`src/rtl/cop0_exception_unit.sv`:
```
// Exception front end for COP0: IRQ synchronisation and pending latch, fault/interrupt
// prioritisation and the registered exception-capture strobe with cause code and BD flag.
module cop0_exception_unit #(
   parameter int unsigned SYNC_STAGES = 2
) (
   input  logic       iCLK,
   input  logic       iCLR,
   input  logic [7:0] iIRQ,
   input  logic [7:0] iIRQAck,
   input  logic       iInstrBoundary,
   input  logic       iAddrErrLoad,
   input  logic       iAddrErrStore,
   input  logic       iReservedInstr,
   input  logic       iSyscall,
   input  logic       iBreak,
   input  logic       iOverflow,
   input  logic       iBranchDelayIn,
   input  logic [7:0] iInterruptMask,
   input  logic       iExcLevel,
   input  logic       iEret,
   output logic [7:0] oPendingInterrupt,
   output logic       oExcOccurred,
   output logic [4:0] oExcCode,
   output logic       oBranchDelay,
   output logic       oInterrupted
);

   localparam logic [4:0] CodeInt  = 5'd0;
   localparam logic [4:0] CodeAdEL = 5'd4;
   localparam logic [4:0] CodeAdES = 5'd5;
   localparam logic [4:0] CodeSys  = 5'd8;
   localparam logic [4:0] CodeBp   = 5'd9;
   localparam logic [4:0] CodeRI   = 5'd10;
   localparam logic [4:0] CodeOv   = 5'd12;

   typedef enum logic [1:0] {StIdle, StExc, StHandler} stateT;

   stateT stateQ, stateD;

   logic [SYNC_STAGES-1:0][7:0] syncQ;
   logic [7:0] syncPrevQ;
   logic [7:0] pendingQ;
   logic [7:0] irqRise;

   logic       excQ, excD;
   logic [4:0] codeQ, codeD;
   logic       bdQ, bdD;
   logic       intQ, intD;

   logic       fault;
   logic [4:0] faultCode;
   logic       irqReq;

   // Rising edge of the synchronised line; a held level sets pending only once.
   assign irqRise = syncQ[SYNC_STAGES-1] & ~syncPrevQ;

   always_ff @(posedge iCLK or posedge iCLR) begin
      if (iCLR) begin
         syncQ     <= '0;
         syncPrevQ <= '0;
         pendingQ  <= '0;
      end else begin
         syncQ     <= {syncQ[SYNC_STAGES-2:0], iIRQ};
         syncPrevQ <= syncQ[SYNC_STAGES-1];
         pendingQ  <= (pendingQ & ~iIRQAck) | irqRise;
      end
   end

   always_comb begin
      fault     = 1'b1;
      faultCode = CodeInt;
      if (iAddrErrLoad) begin
         faultCode = CodeAdEL;
      end else if (iAddrErrStore) begin
         faultCode = CodeAdES;
      end else if (iReservedInstr) begin
         faultCode = CodeRI;
      end else if (iSyscall) begin
         faultCode = CodeSys;
      end else if (iBreak) begin
         faultCode = CodeBp;
      end else if (iOverflow) begin
         faultCode = CodeOv;
      end else begin
         fault = 1'b0;
      end
   end

   assign irqReq = iInstrBoundary & ~iExcLevel & (|iInterruptMask);

   always_comb begin
      stateD = stateQ;
      excD   = 1'b0;
      codeD  = CodeInt;
      bdD    = 1'b0;
      intD   = 1'b0;
      case (stateQ)
         StIdle: begin
            if (fault) begin
               excD  = 1'b1;
               codeD = faultCode;
               bdD   = iBranchDelayIn;
            end else if (irqReq) begin
               excD = 1'b1;
               intD = 1'b1;
            end
         end
         StExc: begin
            stateD = StHandler;
         end
         StHandler: begin
            // Nested faults still report; interrupts wait for eret.
            if (fault) begin
               excD  = 1'b1;
               codeD = faultCode;
               bdD   = iBranchDelayIn;
            end else if (iEret) begin
               stateD = StIdle;
            end
         end
         default: begin
            stateD = StIdle;
         end
      endcase
      if (excD) begin
         stateD = StExc;
      end
   end

   always_ff @(posedge iCLK or posedge iCLR) begin
      if (iCLR) begin
         stateQ <= StIdle;
         excQ   <= 1'b0;
         codeQ  <= CodeInt;
         bdQ    <= 1'b0;
         intQ   <= 1'b0;
      end else begin
         stateQ <= stateD;
         excQ   <= excD;
         codeQ  <= codeD;
         bdQ    <= bdD;
         intQ   <= intD;
      end
   end

   assign oPendingInterrupt = pendingQ;
   assign oExcOccurred      = excQ;
   assign oExcCode          = codeQ;
   assign oBranchDelay      = bdQ;
   assign oInterrupted      = intQ;

endmodule

```
`config.mk`:
```
export PLATFORM = sky130hd
export DESIGN_NAME = cop0_exception_unit
export DESIGN_NICKNAME = d
export VERILOG_FILES = /design/src/rtl/cop0_exception_unit.sv
export SDC_FILE = /design/constraint.sdc
export NUM_CORES = 1
export LEC_CHECK = 0
export BUFFER_PORTS_ARGS = -buffer_cell sky130_fd_sc_hd__buf_2
export CAP_MARGIN = 20
export CORE_MARGIN = 1.5
export CORE_UTILIZATION = 41
export DETAILED_ROUTE_END_ITERATION = 10
export GPL_ROUTABILITY_DRIVEN = 0
export PLACE_DENSITY = 0.75
export RECOVER_POWER = 50
export REMOVE_ABC_BUFFERS = 1
export SYNTH_ARGS = -nofsm -noshare
export SYNTH_HDL_FRONTEND = slang
export SYNTH_SLANG_ARGS = --single-unit
```
`constraint.sdc`:
```
create_clock -name iCLK -period 1.05 [get_ports iCLK]
set_input_delay 0.105 -clock iCLK [delete_from_list [all_inputs] [get_ports iCLK]]
set_output_delay 0.105 -clock iCLK [all_outputs]
set_load 0.005 [all_outputs]
```
After elaboration in Yosys (flattened, before gate mapping)
Index checks and enable logic that the tools add are counted.
{"block": "totals", "regBits": 42, "inputBits": 36}
{"block": "classes", "eq_ne": 5, "muxes": 26, "n_bitwise": 8, "n_reduce_logical": 4}
{"cell": "$mux 4", "n": 8}
{"cell": "$and 8x8->8", "n": 2}
{"cell": "$not 8->8", "n": 2}
{"cell": "$mux 1", "n": 13}
{"cell": "$or 8x8->8", "n": 1}
{"cell": "$reduce_or 8->1", "n": 1}
{"cell": "$mux 2", "n": 3}
{"cell": "$ne 3x3->1 const B", "n": 2}
{"cell": "$pmux 2 s3", "n": 1}
{"cell": "$reduce_and 3->1", "n": 1}
{"cell": "$and 1x1->1", "n": 2}
{"cell": "$eq 2x1->1 const B", "n": 1}
{"cell": "$eq 2x2->1 const B", "n": 1}
{"cell": "$logic_not 2->1", "n": 1}
{"cell": "$ne 2x2->1 const B", "n": 1}
{"cell": "$pmux 1 s2", "n": 1}
{"cell": "$reduce_or 2->1", "n": 1}
{"cell": "$not 1->1", "n": 1}

Longest topological paths before layout
Gate-level depths: netlist of the first run.
{"block": "depth", "word_depth": 10, "mapped_depth": 4, "depth_no_buf": 3}

Worst setup path before layout of the first run
No wires, ideal clock.
{"block": "synth_path", "path_kind": "flip-flop to flip-flop", "start": "register stateQ[0]", "end": "register intQ, in the netlist oInterrupted", "arrival_ps": 993, "path_slack_ps": -16, "stages_incl_launch_ff": 5, "n_path_buf": 1, "period_less_slack_ps": 1066, "cell_sequence": "dfrtp_1 clkbuf_1 nor4b_1 o21ai_1 nor2b_1"}
{"block": "synth_between", "elab_chain_cells": 2}
{"item": "start: declaration", "line_no": "38", "source": "stateT stateQ, stateD;"}
{"item": "start signal: assignment", "line_no": "132", "source": "stateQ <= StIdle;"}
{"item": "start signal: assignment", "line_no": "138", "source": "stateQ <= stateD;"}
{"item": "$logic_not 2->1", "line_no": "97", "source": "case (stateQ)"}
{"item": "$mux 1", "line_no": "97"}
{"item": "net intD", "line_no": "48", "source": "logic intQ, intD;"}
{"item": "end signal: assignment", "line_no": "142", "source": "intQ <= intD;"}
{"item": "end: declaration", "line_no": "48"}
The timed path passes the listed nets, and every way through them passes these cells.
A chain may end at the register's enable or synchronous reset.

Worst setup path in the final report of the first run
{"block": "layout_path", "start": "register stateQ[1]", "end": "register excQ, in the netlist oExcOccurred"}
{"block": "layout_between", "elab_chain_cells": 2}
{"item": "$eq 2x2->1 or $logic_not 2->1 (tied branches)", "line_no": "97"}
{"item": "$pmux 1 s2 *", "line_no": "97"}
{"item": "net excD", "line_no": "45", "source": "logic excQ, excD;"}
{"item": "end signal: assignment", "line_no": "133", "source": "excQ <= 1'b0;"}
{"item": "end signal: assignment", "line_no": "139", "source": "excQ <= excD;"}
{"item": "end: declaration", "line_no": "45"}
The timed path passes the listed nets; every way through them passes the cells marked *.

==> results.yml, run 1 <==
clock_tree:
  clk_latency_ps: 340
  clockRootBuffer: "clkbuf_4"
  cts_sinks: 41
  post-cts-setup-buffers: 0
  htree_levels: 2
  clk_pin_slew_ps: 110
  clk_path_buf_depth: 2
  cts_tree: "done"
  cts_buffers: 5
synth:
  synth.top_cell.area_share_pct: 79.0
  synth.distinct_cells: 19
  netlist_area_um2: 1300
  yosysSeqAreaShare_pct: 79.0
  syn_inst: 90
  yosysTopAreaCell: "dfrtp_1"
  synth_warnings: 0
  syn_area_per_cell_um2: 14.4
  synth_area_leaders: "dfrtp_1 (79%), inv_1 (4.9%), o22ai_1 (3.9%)"
  ys_ff_latch: 41
route:
  wirelength_um: 2440
  wl_per_cell_um: 11.4
  first_pass_iters: 3
  detail_route.iter0.violations: 11
  drc: 0
  ant_nets: 0
  dr_total_vias: 963
  vias_per_cell: 4.48
die:
  fp.dieW_um: 59.3
  die_area_um2: 3510
  io_pins: 52
  rows: 20
  coreArea_um2: 3030
  die_h_um: 59.3
  floorplan.initialDensity_pct: 42.9
pwr:
  powerDensity_nw_per_um2: 1630
  leakage_nw: 0.970
  power.switching_mw: 0.743
  swShare_pct: 24.1
  report.power.total_mw: 3.09
  clockPowerShare_pct: 24.6
  combPwrFrac_pct: 15.9
  p_int_mw: 2.34
  power_frac_seq_pct: 59.5
  ir_drop_v: 0.000959
worst_setup_path:
  path_cells: "nor4b_2 > o21ai_1 > o21ai_1"
  arrival_ps: 1290
  cp_max_fo: 3
  worst_ep_required_time_ps: 1310
  start_kind: "flop"
  cp-end-kind: "flop"
  critPathKind: "flop to flop"
  cp_common_cell: "o21ai_1"
  cp_slowest_stage_delay_ps: 420
  slowest_stage: "dfrtp_1"
global_routing:
  antenna_found_initial: 0
  grt_max_degree: 42
  grt_pass1_wl_um: 3870
  grt_pass1_vias: 1033
  overflow: 0
  grt_use_total_pct: 15.8
layout:
  finalNonFillerCells: 215
  drive_above_1_share_pct: 38.6
  final_util_pct: 62.7
  n_fill_cell: 248
  final_cell_mix: "buf_2 (50), dfrtp_1 (41), dlygate4sd3_1 (20)"
  final_common_cell: "buf_2"
  nNetsFinal: 207
  diodes: 0
  syn_to_final_growth_pct: 46.2
job:
  maxCapViolations: 0
place:
  dp.cells: 188
  pre_cts_ws_ps: -181
  hpwl_um: 1650
  port_buffers: 50
sta:
  fmax_mhz: 975
  rsz0062_at_grt: "yes"
  fin_ws_ps: 24.3
  layout_min_cycle_time_ps: 1030
  final_max_slew_viol_count: 0
  finalSetupViolCount: 0
  final-hold-violation-count: 0
  worst_pin_slew_ps: 521
  slew_headroom_pct: 65.2
  skew_ps: 7.90
  finalCritPeriodShare_pct: 97.7
hold_path:
  hold_class: "input pin to flop"
status:
  status: "finished, final reports clean"
-- path summary, 6_finish.rpt --
| check | from | to | slack (ps) | cells past startpoint |
|---|---|---|---|---|
| worst max-delay path | stateQ[1]$_DFFE_PP0P_ | oExcOccurred$_DFF_PP0_ | 20 | 3 |
| worst min-delay path | iOverflow | oExcCode[2]$_DFF_PP0_ | 50 | 3 |
| worst max register to register | stateQ[1]$_DFFE_PP0P_ | oExcOccurred$_DFF_PP0_ | 20 | 3 |
| worst min register to register | syncQ[2]$_DFF_PP0_ | syncQ[10]$_DFF_PP0_ | 360 | 0 |
| max in group asynchronous | iCLR | syncPrevQ[4]$_DFF_PP0_ | 240 | 4 |
| min in group asynchronous | iCLR | oExcCode[1]$_DFF_PP0_ | 450 | 4 |
-- through the flow --
| stage | instance area [µm²] | hold slack (ps) | setup TNS (ps) |
|---|---|---|---|
| finish | 1900 | 51.2 | 0 |
| global route | 1900 | 60.8 | -80.7 |
| CTS | 1900 | 14.2 | 0 |
| detailed placement | 1650 | 177 | -713 |
| global placement | 1650 | 173 | -218 |
| floorplan | 1290 | 136 | -41.1 |
-- cell families (layout without fill, tap and decap cells) --
logic type	Yosys count	after routing	synth area share (%)
buffers and inverters	19	100	5.78
AOI/OAI and AO/OA	13	13	6.26
other	1	1	0.289
and+or+nand+nor	16	16	8.67
DFF	41	41	79.0
-- power groups by stage --
stage / Clock [mW] / Combinational (mW) / Sequential, mW
2_1_floorplan: 0 / 0.151 / 1.88
3_3_place_gp: 0 / 0.419 / 1.85
3_5_place_dp: 0 / 0.441 / 1.86
4_1_cts: 0.790 / 0.505 / 1.84
5_1_grt: 0.862 / 0.552 / 1.86
6_report: 0.758 / 0.491 / 1.84
-- registers in the layout, summed over array words and instances (netlist names) --
signal / cells
syncQ: 16
oPendingInterrupt: 8
syncPrevQ: 8
oExcCode: 4
stateQ: 2
oBranchDelay: 1
oExcOccurred: 1
oInterrupted: 1
-- cells in the mapped netlist, drive strengths merged --
cell / count
conb: 1
clkbuf: 1
a31o: 1
nor3: 2
dfrtp: 41
nor2b: 2
nor4b: 2
buf: 1
o21ai: 3
nor2: 3
nor3b: 3
a211oi: 1
inv: 17
or4: 2
o22ai: 8
nor4: 2
-- worst max-delay path, delay by kind of cell, from the launching register on --
| kind | cells | cell delay [ps] |
|---|---|---|
| and+or+nand+nor | 1 | 270 |
| AOI/OAI and AO/OA | 2 | 260 |
| DFF | 1 | 420 |
-- per-layer routing --
layer,up-vias,track usage [%],part of all wire [%]
li1,454,-,-
met1,456,13.3,36
met2,47,29.8,51
met3,6,8.08,10
met4,0,6.82,1.8
met5,-,0,0
-- cell type report --
class / count / area, µm² / area share, %
Clock buffer: 7 / 55.1 / 2.90
Inverter: 17 / 63.8 / 3.36
Multi-Input combinational cell: 30 / 204 / 10.7
Sequential cell: 41 / 1030 / 54.0
Tap cell: 44 / 55.1 / 2.90
Timing Repair Buffer: 76 / 495 / 26.1
-- repair_timing --
action,4_1_cts,5_1_grt
hold buffers,19,1
pin swaps,0,1
resized for setup,2,1
endpoints found under the hold margin,60,1
setup endpoints to repair,3,3
No activity file was read; power rests on OpenSTA's default activity.
==> inputs of run 2 (changes only) <==
--- a/config.mk
+++ b/config.mk
@@ -8,12 +8,13 @@
 export BUFFER_PORTS_ARGS = -buffer_cell sky130_fd_sc_hd__buf_2
 export CAP_MARGIN = 20
 export CORE_MARGIN = 1.5
-export CORE_UTILIZATION = 41
+export CORE_UTILIZATION = 45
 export DETAILED_ROUTE_END_ITERATION = 10
 export GPL_ROUTABILITY_DRIVEN = 0
-export PLACE_DENSITY = 0.75
+export PLACE_DENSITY = 0.78
 export RECOVER_POWER = 50
 export REMOVE_ABC_BUFFERS = 1
+export SETUP_SLACK_MARGIN = 0.05
 export SYNTH_ARGS = -nofsm -noshare
 export SYNTH_HDL_FRONTEND = slang
 export SYNTH_SLANG_ARGS = --single-unit
==> constraint.sdc (replaced) <==
create_clock -name iCLK -period 1.2 [get_ports iCLK]
set_input_delay 0.12 -clock iCLK [delete_from_list [all_inputs] [get_ports iCLK]]
set_output_delay 0.12 -clock iCLK [all_outputs]
set_load 0.005 [all_outputs]
==> run 2 against run 1 <==
Net effect:
- worst hold slack got worse by 1.5 ps
- flip-flop and latch count did not move
- critical endpoint is now oInterrupted$_DFF_PP0_
- setup slack improved by 120 ps
- highest routed layer unchanged
- sequential share of layout area is 1.8 points higher
- count of clock-buffer cells in the layout is the same
- critical path depth unchanged
- largest cell class unchanged
- non-clock buffer count shrank 4
- sequential power decreased by 13%
- cell count down 7.9%
==> results.yml, run 2 (synthesized netlist as in run 1, its figures left out) <==
worst_setup_path:
  timing.rr.start: "stateQ[1]$_DFFE_PP0P_"
  start_kind: "flop"
  regToRegSetupSlack_ps: 150
  startpoint: "stateQ[1]$_DFFE_PP0P_"
  arrival_ps: 1320
  worst_ep_required_time_ps: 1470
  path_cells: "nor4b_1 > o21ai_1 > nor2b_1"
  critPathKind: "flop to flop"
  cp_top_family: "simple AND/OR/NAND/NOR gates"
  cp_num_buf_inv: 0
  cp_max_fo: 3
  cp-end-kind: "flop"
  path_depth: 3
  reg2reg_depth: 3
  reg2reg_to: "oInterrupted$_DFF_PP0_"
  cp_slowest_stage_delay_ps: 420
  slowest_stage: "dfrtp_1"
layout:
  diodes: 0
  nNetsFinal: 203
  final_common_cell: "buf_2"
  n_fill_cell: 228
  drive_above_1_share_pct: 37.1
  final_cell_mix: "buf_2 (50), dfrtp_1 (41), dlygate4sd3_1 (19)"
  syn_to_final_growth_pct: 41.6
  largest_reg_flops: 16
  largest_register: "syncQ"
  finalNonFillerCells: 198
  final_util_pct: 66.7
route:
  highest_layer: "met4"
  wl_per_cell_um: 11.5
  routed-wl-met3_um: 244
  first_pass_iters: 2
  wirelength_um: 2270
  ant_nets: 0
  vias_per_cell: 4.53
  drc: 0
  dr_total_vias: 897
  met1_length_um: 869
  met2_length_um: 1100
  detail_route.iter0.violations: 10
place:
  dp.cells: 172
  port_buffers: 50
  hpwl_um: 1540
  pre_cts_ws_ps: -8.74
die:
  die_area_um2: 3220
  coreArea_um2: 2760
  io_pins: 52
  rows: 19
  die_h_um: 56.7
  floorplan.initialDensity_pct: 47.1
  fp.dieW_um: 56.7
pwr:
  powerDensity_nw_per_um2: 1460
  power.switching_mw: 0.639
  swShare_pct: 23.9
  ir_drop_v: 0.00102
  p_int_mw: 2.04
  power_frac_seq_pct: 59.7
  combPwrFrac_pct: 15.7
  report.power.total_mw: 2.68
  clockPowerShare_pct: 24.6
  leakage_nw: 0.944
global_routing:
  overflow: 0
  grt_pass1_vias: 988
  grt_max_degree: 26
  antenna_found_initial: 0
  grt_pass1_wl_um: 4000
  grt_use_total_pct: 17.5
sta:
  whs_ps: 49.7
  final-hold-violation-count: 0
  skew_ps: 6.95
  layout_min_cycle_time_ps: 1050
  finalSetupViolCount: 0
  fmax_mhz: 951
  worst_pin_slew_ps: 574
  fin_ws_ps: 149
  slew_headroom_pct: 61.7
  rsz0062_at_grt: "no"
  finalCritPeriodShare_pct: 87.6
  final_max_slew_viol_count: 0
clock_tree:
  post-cts-setup-buffers: 0
  clockRootBuffer: "clkbuf_4"
  cts_sinks: 41
  clk_pin_slew_ps: 110
  clk_path_buf_depth: 2
  clk_latency_ps: 330
  cts_resized: 0
  htree_levels: 2
  cts_buffers: 5
  cts_tree: "done"
hold_path:
  hold_class: "input pin to flop"
  hp-start: "iBranchDelayIn"
  holdPathStages: 2
  hold_end: "oBranchDelay$_DFF_PP0_"
job:
  maxCapViolations: 0
status:
  status: "finished, final reports clean"
==> run 2: cell types whose count changed in the layout (fill, tap and decap cells not counted) <==
| cell | previous run | this run |
|---|---|---|
| inv_1 | 17 | 16 |
| clkbuf_2 | 0 | 2 |
| nor4b_1 | 1 | 2 |
| clkinv_1 | 0 | 1 |
| buf_4 | 5 | 1 |
| clkbuf_4 | 6 | 5 |
| o21ai_0 | 0 | 2 |
| o21ai_1 | 3 | 1 |
| nor4b_2 | 1 | 0 |
| dlygate4sd3_1 | 20 | 19 |
==> run 2: per-stage QoR <==
stage / TNS (ps) / area (µm²)
after floorplan: 0 / 1290
after global placement: 0 / 1600
after detailed placement: -8.74 / 1600
after CTS: 0 / 1840
after global routing: 0 / 1840
final: 0 / 1840
==> run 2: worst max path at each step <==
| stage | endpoint | slack (ps) |
|---|---|---|
| floorplan | oBranchDelay$_DFF_PP0_ | 130 |
| global placement | oExcOccurred$_DFF_PP0_ | 60 |
| detailed placement | stateQ[0]$_DFFE_PP0P_ | -9 |
| CTS | oInterrupted$_DFF_PP0_ | 110 |
| global route | oInterrupted$_DFF_PP0_ | 60 |
| finish | oInterrupted$_DFF_PP0_ | 150 |
==> run 2: metal layers <==
layer	vias to the layer above	global-route usage [%]
met4	0	8.16
met2	45	29.9
met3	6	9.91
met1	400	16.9
met5	-	0
li1	446	-
==> run 2: layout make-up <==
| type | count | area (µm²) | area share, % |
|---|---|---|---|
| sequential | 41 | 1030 | 55.8 |
| timing repair buffer | 72 | 458 | 24.9 |
| multi-input combinational | 30 | 198 | 10.7 |
| inverter | 17 | 63.8 | 3.47 |
| clock buffer | 7 | 55.1 | 2.99 |
| tap | 31 | 38.8 | 2.11 |
==> run 2: repair_timing <==
action,in CTS,in global routing
hold buffers,19,0
setup endpoints to repair,0,0
hold endpoints to repair,60,0
==> run 2: power groups by stage <==
| stage | combinational [mW] | sequential (mW) | clock (mW) |
|---|---|---|---|
| detailed placement | 0.378 | 1.63 | 0 |
| CTS | 0.425 | 1.60 | 0.697 |
| global route | 0.473 | 1.62 | 0.754 |
| global placement | 0.360 | 1.62 | 0 |
| finish | 0.419 | 1.60 | 0.659 |
| floorplan | 0.133 | 1.65 | 0 |
